$ cat config.mk
export PLATFORM = sky130hd
export DESIGN_NAME = ceespu_intc
export DESIGN_NICKNAME = d
export VERILOG_FILES = /design/src/rtl/ceespu_intc.sv
export SDC_FILE = /design/constraint.sdc
export NUM_CORES = 1
export LEC_CHECK = 0
export BUFFER_PORTS_ARGS = -buffer_cell sky130_fd_sc_hd__clkbuf_2
export CORE_ASPECT_RATIO = 1.25
export CORE_MARGIN = 2
export CORE_UTILIZATION = 42
export CTS_CLUSTER_DIAMETER = 60
export DETAILED_ROUTE_END_ITERATION = 8
export PLACE_DENSITY = 0.82
export RECOVER_POWER = 25
export SETUP_SLACK_MARGIN = 0.15
export SLEW_MARGIN = 20
export SYNTH_ARGS = -nofsm -noshare
export SYNTH_HDL_FRONTEND = slang
export SYNTH_SLANG_ARGS = --single-unit
$ cat constraint.sdc
create_clock -name I_clk -period 2.8 [get_ports I_clk]
set_clock_uncertainty 0.15 [all_clocks]
set_input_delay 0 -clock I_clk [delete_from_list [all_inputs] [get_ports I_clk]]
set_output_delay 0 -clock I_clk [all_outputs]
set_load 0.01 [all_outputs]
$ cat src/rtl/ceespu_intc.sv
// ceespu_intc: four-source interrupt controller for the ceespu decode stage.
//
// Ports
//   I_clk         system clock, all state on the rising edge
//   I_rst         synchronous active-high reset
//   I_irq[3:0]    external interrupt sources, bit n is source n
//   I_int_ack     one-cycle acknowledge from the decode stage
//   I_memE        register-bus access enable
//   I_memWe       register-bus write strobe (qualified by I_memE)
//   I_addr[1:0]   register select: 0 PENDING (W1C), 1 ENABLE, 2 STATUS, 3 SOFT (write-1-to-set)
//   I_wdata[31:0] register-bus write data
//   O_rdata[31:0] registered read data
//   O_int         interrupt request to the decode stage
//   O_int_vector  index of the requested source, valid while O_int=1
//
// Build option
//   CEESPU_INTC_EDGE_EN  defined: each source goes through a 2-flop synchronizer
//                        and a rising edge at its output sets pending.
//                        undefined: sources are level-sensitive and unsynchronized.
module ceespu_intc (
  input  logic        I_clk,
  input  logic        I_rst,
  input  logic [3:0]  I_irq,
  input  logic        I_int_ack,
  input  logic        I_memE,
  input  logic        I_memWe,
  input  logic [1:0]  I_addr,
  input  logic [31:0] I_wdata,
  output logic [31:0] O_rdata,
  output logic        O_int,
  output logic [1:0]  O_int_vector
);

  localparam int unsigned NSRC = 4;
  localparam int unsigned VW   = 2;
  localparam int unsigned DW   = 32;

  localparam logic [1:0] ADDR_PENDING = 2'd0;
  localparam logic [1:0] ADDR_ENABLE  = 2'd1;
  localparam logic [1:0] ADDR_STATUS  = 2'd2;
  localparam logic [1:0] ADDR_SOFT    = 2'd3;

  typedef enum logic [1:0] {
    ST_IDLE = 2'd0,
    ST_REQ  = 2'd1,
    ST_GAP  = 2'd2
  } state_t;

  state_t          state;
  state_t          state_nxt;
  logic [NSRC-1:0] pending;
  logic [NSRC-1:0] enable;
  logic [NSRC-1:0] irq_event;
  logic [NSRC-1:0] pend_en;
  logic [NSRC-1:0] set_mask;
  logic [NSRC-1:0] clr_mask;
  logic            any_req;
  logic [VW-1:0]   winner;
  logic            int_nxt;
  logic [VW-1:0]   vec_nxt;
  logic            ack_clr;
  logic            wr_en;
  logic            rd_en;
  logic [DW-1:0]   rd_data;
  logic            wdata_unused;

  assign wr_en        = I_memE & I_memWe;
  assign rd_en        = I_memE & ~I_memWe;
  assign wdata_unused = ^I_wdata[DW-1:NSRC];

`ifdef CEESPU_INTC_EDGE_EN
  // Two-flop synchronizer plus one history stage; a 0->1 at the synchronizer output is the event.
  logic [NSRC-1:0] sync1;
  logic [NSRC-1:0] sync2;
  logic [NSRC-1:0] sync_prev;

  always_ff @(posedge I_clk) begin
    if (I_rst) begin
      sync1     <= '0;
      sync2     <= '0;
      sync_prev <= '0;
    end else begin
      sync1     <= I_irq;
      sync2     <= sync1;
      sync_prev <= sync2;
    end
  end

  assign irq_event = sync2 & ~sync_prev;
`else
  // Level mode: a high source re-sets pending every cycle it stays high.
  assign irq_event = I_irq;
`endif

  // Fixed priority: lowest enabled pending index wins.
  assign pend_en = pending & enable;

  always_comb begin
    winner  = '0;
    any_req = 1'b0;
    for (int i = NSRC - 1; i >= 0; i--) begin
      if (pend_en[i]) begin
        winner  = VW'(i);
        any_req = 1'b1;
      end
    end
  end

  // FSM state register.
  always_ff @(posedge I_clk) begin
    if (I_rst) begin
      state <= ST_IDLE;
    end else begin
      state <= state_nxt;
    end
  end

  // FSM next-state logic; ack only matters in REQ.
  always_comb begin
    state_nxt = state;
    case (state)
      ST_IDLE: if (any_req)   state_nxt = ST_REQ;
      ST_REQ:  if (I_int_ack) state_nxt = ST_GAP;
      ST_GAP:                 state_nxt = ST_IDLE;
      default:                state_nxt = ST_IDLE;
    endcase
  end

  // FSM output logic: next values of the registered request outputs and the ack clear.
  always_comb begin
    int_nxt = O_int;
    vec_nxt = O_int_vector;
    ack_clr = 1'b0;
    case (state)
      ST_IDLE: begin
        if (any_req) begin
          int_nxt = 1'b1;
          vec_nxt = winner;
        end
      end
      ST_REQ: begin
        if (I_int_ack) begin
          int_nxt = 1'b0;
          ack_clr = 1'b1;
        end
      end
      default: int_nxt = 1'b0;
    endcase
  end

  always_ff @(posedge I_clk) begin
    if (I_rst) begin
      O_int        <= 1'b0;
      O_int_vector <= '0;
    end else begin
      O_int        <= int_nxt;
      O_int_vector <= vec_nxt;
    end
  end

  // Pending set/clear masks; set wins over clear on the same bit.
  always_comb begin
    set_mask = irq_event;
    clr_mask = '0;
    if (wr_en && (I_addr == ADDR_SOFT))    set_mask = set_mask | I_wdata[NSRC-1:0];
    if (wr_en && (I_addr == ADDR_PENDING)) clr_mask = I_wdata[NSRC-1:0];
    if (ack_clr)                           clr_mask = clr_mask | (NSRC'(1) << O_int_vector);
  end

  always_ff @(posedge I_clk) begin
    if (I_rst) begin
      pending <= '0;
    end else begin
      pending <= (pending & ~clr_mask) | set_mask;
    end
  end

  always_ff @(posedge I_clk) begin
    if (I_rst) begin
      enable <= '0;
    end else if (wr_en && (I_addr == ADDR_ENABLE)) begin
      enable <= I_wdata[NSRC-1:0];
    end
  end

  // Read mux over the pre-edge register values.
  always_comb begin
    rd_data = '0;
    case (I_addr)
      ADDR_PENDING: rd_data = DW'(pending);
      ADDR_ENABLE:  rd_data = DW'(enable);
      ADDR_STATUS:  rd_data = DW'({O_int_vector, state});
      default:      rd_data = '0;
    endcase
  end

  always_ff @(posedge I_clk) begin
    if (I_rst) begin
      O_rdata <= '0;
    end else if (rd_en) begin
      O_rdata <= rd_data;
    end
  end

endmodule

# After elaboration in Yosys (flattened, before gate mapping)
# Cells that the tools add are included.
# totals
output_inout_bits	35
input_bits	43
register_bits	45
elab_cells	49
# op_classes
shifts	1
eq_ne	6
reduce_logical	7
mux	20
bitwise_logic	9
# op_table
cell	n
$mux W2	6
$mux W4	3
$or A4 B4 Y4	3
$pmux W4 S3	1
$and A4 B4 Y4	2
$mux W1	8
$eq A2 B1 Y1 const B	2
$eq A2 B2 Y1 const B	2
$logic_not A2 Y1	2
$ne A2 B2 Y1 const B	2
$not A4 Y4	1
$pmux W2 S2	1
$reduce_and A2 Y1	2
$shl A1 B2 Y4 const A	1
$logic_and A1 B1 Y1	3
$and A1 B1 Y1	2
$pmux W1 S2	1
$not A1 Y1	1

# Logic depth before layout (Yosys ltp)
# logic_depth
depth_word	8
depth_mapped	5
depth_no_buf	4

# Worst setup path before layout
# No wires, ideal clock.
# synth_path
path_kind	reg-to-reg
startpoint	reg O_int_vector[0]
endpoint	reg pending[1]
synth_period_minus_slack_ps	1419
stages_incl_launch_ff	5
path_slack_ps	1381
t_arrival_ps	1149
n_path_buf	0
required_time_ps	2530
setup_time_ps	120
path_cell_list	dfxtp_1 -> nor2b_1 -> or3b_2 -> nand3_1 -> a21oi_1
# synth_between
elab_chain_len	6
# synth_rtl
element	line_no	source
from (decl)	31	output logic [1:0] O_int_vector
from (signal assigned)	157	O_int_vector <= vec_nxt;
$shl A1 B2 Y4	167	if (ack_clr) clr_mask = clr_mask | (NSRC'(1) << O_int_vector);
$or A4 B4 Y4	167	
$mux W4	167	
$not A4 Y4	174	pending <= (pending & ~clr_mask) | set_mask;
$and A4 B4 Y4	174	
$or A4 B4 Y4	174	
to (signal assigned)	174	
to (decl)	51	logic [NSRC-1:0] pending;
# No other way between the ends.
# A chain may end at the register's enable or synchronous reset.

# Worst setup path after layout
# layout_path
startpoint	in I_addr[0]
endpoint	reg pending[0]
# layout_between
elab_chain_len	8
elab_cells_between_ends	11
cone_classes	eq/ne: 1; mux: 3; bitwise: 4; reduce/logical: 3
# layout_rtl
element	line_no	source
from (decl)	27	input logic [1:0] I_addr,
$logic_not A2 Y1	166	if (wr_en && (I_addr == ADDR_PENDING)) clr_mask = I_wdata[NSRC-1:0];
$logic_and A1 B1 Y1	166	
$mux W4	166	
$or A4 B4 Y4	167	
$mux W4	167	
$not A4 Y4	174	
$and A4 B4 Y4	174	
$or A4 B4 Y4 (*)	174	
# Mark *: on every way between the ends. The rest lies on a longest branch, timed or not.

==> results.yml <==
status:
  status: "finished, final reports clean"
logic_synthesis:
  ys_seq_area_frac: 0.330
  synth_fa_ha_area_frac: 0
  yosysUniqueCellTypes: 27
  synthMuxAreaShare: 0.0776
  ys_warn_count: 0
  synth-seq-cells: 17
  post_synth.cell_area_avg_um2: 8.46
  synth_area_um2: 1030
  synth-simple-area-share: 0.195
  synth-compound-area-share: 0.158
  syn_inst: 122
  synth_top_family_by_area: "buffers and inverters"
  synth-xor-area-share: 0
clocking:
  cts_buffers: 3
  clk_latency_ns: 0.30
  cts_tree: "built"
  clkTransAtPathRegs_ns: 0.11
  ctsResizeCount: 0
  clock_sinks: 17
  clockBufferDepth: 2
  cts-root-buf: "clkbuf_4"
  cts_max_level: 1
routing:
  vias: 979
  drt_wl_total_um: 2380
  drtAntennaViolNets: 0
  route.detailed.drc: 0
  drt_first_iter_violations: 48
  vias_per_cell: 4.90
  wire_per_inst_um: 11.9
  dr.pass1.iters: 4
global_routing:
  grt.total_usage: 0.160
  antenna_found_initial: 0
  gr-total-overflow: 0
  grt_max_degree: 16
  grt_pass1_vias: 945
  grt_pass1_wl_um: 3610
sta:
  maxSlewViolCount: 0
  setup_viol_count_final: 0
  fin_crit_sh: 0.899
  hold-worst-slack_ns: 0.0444
  timing.setup.tns_ns: 0
  rsz0062_at_grt: "false"
  relSlewSlack: 0.626
  fmax_mhz: 397
  hold_violations: 0
  period_minus_slack_ns: 2.52
  fin_ws_ns: 0.284
  tightest_slew_ns: 0.556
finish:
  layout_common_cells: "conb_1, dlygate4sd3_1, dfxtp_1"
  finalCoreUtilization: 0.548
  antennaDiodeCount: 0
  drive_above_1_share: 0.138
  n_fill_cell: 227
  final_common_cell: "conb_1"
  syn2layout_area_growth_pct: 26.3
  layout.nets: 211
die:
  io-pin-count: 78
  die-width_um: 48.3
  dieHeight_um: 59.4
  num_rows: 20
  core_area_um2: 2380
  start_util: 0.434
  die_area_um2: 2870
pwr:
  ir_drop_mv: 0.292
  power.density_nw_per_um2: 376
  leakage_nw: 0.596
  p_total_uw: 491
setup_path:
  crit_path_end_kind: "flip-flop"
  setup.worst_path.class: "in2reg"
  crit_path_cell_trace: "dlygate4sd3_1, clkbuf_2, nand2_1, nor3_1, a21oi_1, dlygate4sd3_1, a21oi_1, dlygate4sd3_1"
  path_delay_family: "buffers and inverters"
  critical_path_required_ns: 2.90
  path_buf_inv: 4
  worst-path-max-fanout: 7
  worst_ep_arrival_time_ns: 2.62
  critPathMaxStageDelay_ns: 0.58
  slowest_stage: "dlygate4sd3_1"
  crit_path_frequent_cell: "dlygate4sd3_1"
  cp-start-kind: "input pin"
placed_design:
  dpl_worst_slack_ns: 1.28
  port-buffer-count: 21
  globalplace.congestion: 0.792
  dp_hpwl_um: 1670
flow_run:
  maxCapViolCount: 0
min_path:
  hp-class: "in2reg"
synth_stat cells:
| master | n | area share |
|---|---|---|
| nor3_1 | 4 | 0.019 |
| inv_1 | 2 | 0.0073 |
| clkbuf_8 | 1 | 0.013 |
| a21oi_2 | 1 | 0.0085 |
| nand4_1 | 4 | 0.024 |
| or3b_2 | 2 | 0.017 |
| a311o_1 | 1 | 0.0097 |
| a211oi_1 | 1 | 0.0073 |
| a22oi_1 | 1 | 0.0073 |
| buf_4 | 29 | 0.21 |
| nor2_1 | 6 | 0.022 |
| buf_2 | 1 | 0.0048 |
| a22o_1 | 4 | 0.034 |
| a21oi_1 | 11 | 0.053 |
| nand2b_1 | 1 | 0.0061 |
| nor4b_2 | 1 | 0.015 |
| conb_1 | 1 | 0.0036 |
| nor2b_1 | 2 | 0.012 |
| mux2i_1 | 8 | 0.078 |
| a221o_1 | 1 | 0.0097 |
| nand3_1 | 6 | 0.029 |
| nand2_1 | 10 | 0.036 |
| or4_1 | 1 | 0.0073 |
| dfxtp_1 | 17 | 0.33 |
| nand3b_1 | 1 | 0.0073 |
| o311ai_0 | 1 | 0.0085 |
| o21ai_0 | 4 | 0.019 |
final cells by class:
| type | count | area [um2] | area share |
|---|---|---|---|
| clock buffer | 4 | 26.3 | 0.0202 |
| inverter | 2 | 7.51 | 0.00576 |
| multi-input combinational | 99 | 549 | 0.421 |
| sequential | 17 | 340 | 0.261 |
| tap | 33 | 41.3 | 0.0317 |
| timing repair buffer | 45 | 339 | 0.260 |
power by group:
group	switching, mW	total, mW	internal [mW]	leakage, nW
sequential	0.00817	0.258	0.250	0.139
clock	0.0858	0.141	0.0556	0.0150
combinational	0.0501	0.0915	0.0415	0.442
worst paths after layout:
path,from,end,slack (ns),cells past startpoint
max,I_addr[0],pending[0],0.28,8
min,I_memWe,O_rdata[0],0.04,3
min reg2reg,O_rdata[1],O_rdata[1],0.34,1
max reg2reg,O_int_vector[0],pending[1],0.70,5
cells by family (layout without fill, tap and decap cells):
kind of cell | after synthesis | in the layout
buffers and inverters | 33 | 51
muxes | 8 | 8
DFF | 17 | 17
other | 1 | 28
and+or+nand+nor | 38 | 38
AOI/OAI and AO/OA | 25 | 25
metal layers:
layer / share of wire / global-route usage / wire length (um)
met1: 0.36 / 0.158 / 865
met2: 0.54 / 0.296 / 1270
met3: 0.076 / 0.0429 / 181
met4: 0.025 / 0.110 / 59
met5: 0 / 0 / 0
tightest hold or removal path: stages:
cell,delay [ns]
clkbuf_2,0.17
nor4b_2,0.10
a22o_1,0.19
registers in the layout, summed over array words and instances, names as in the netlist:
| register | cells |
|---|---|
| O_int | 1 |
| state | 2 |
| O_rdata | 4 |
| pending | 4 |
| O_int_vector | 2 |
| enable | 4 |
per-stage QoR:
step	area (um2)	instances
5_1_grt	1300	200
2_1_floorplan	1130	149
3_3_place_gp	1040	172
4_1_cts	1310	200
3_5_place_dp	1040	172
6_report	1300	200
repair_timing:
item,4_1_cts,5_1_grt
hold buffers,24,0
hold endpoints to repair,15,0
setup buffers,0,0
No activity file was read; power rests on OpenSTA's default activity.
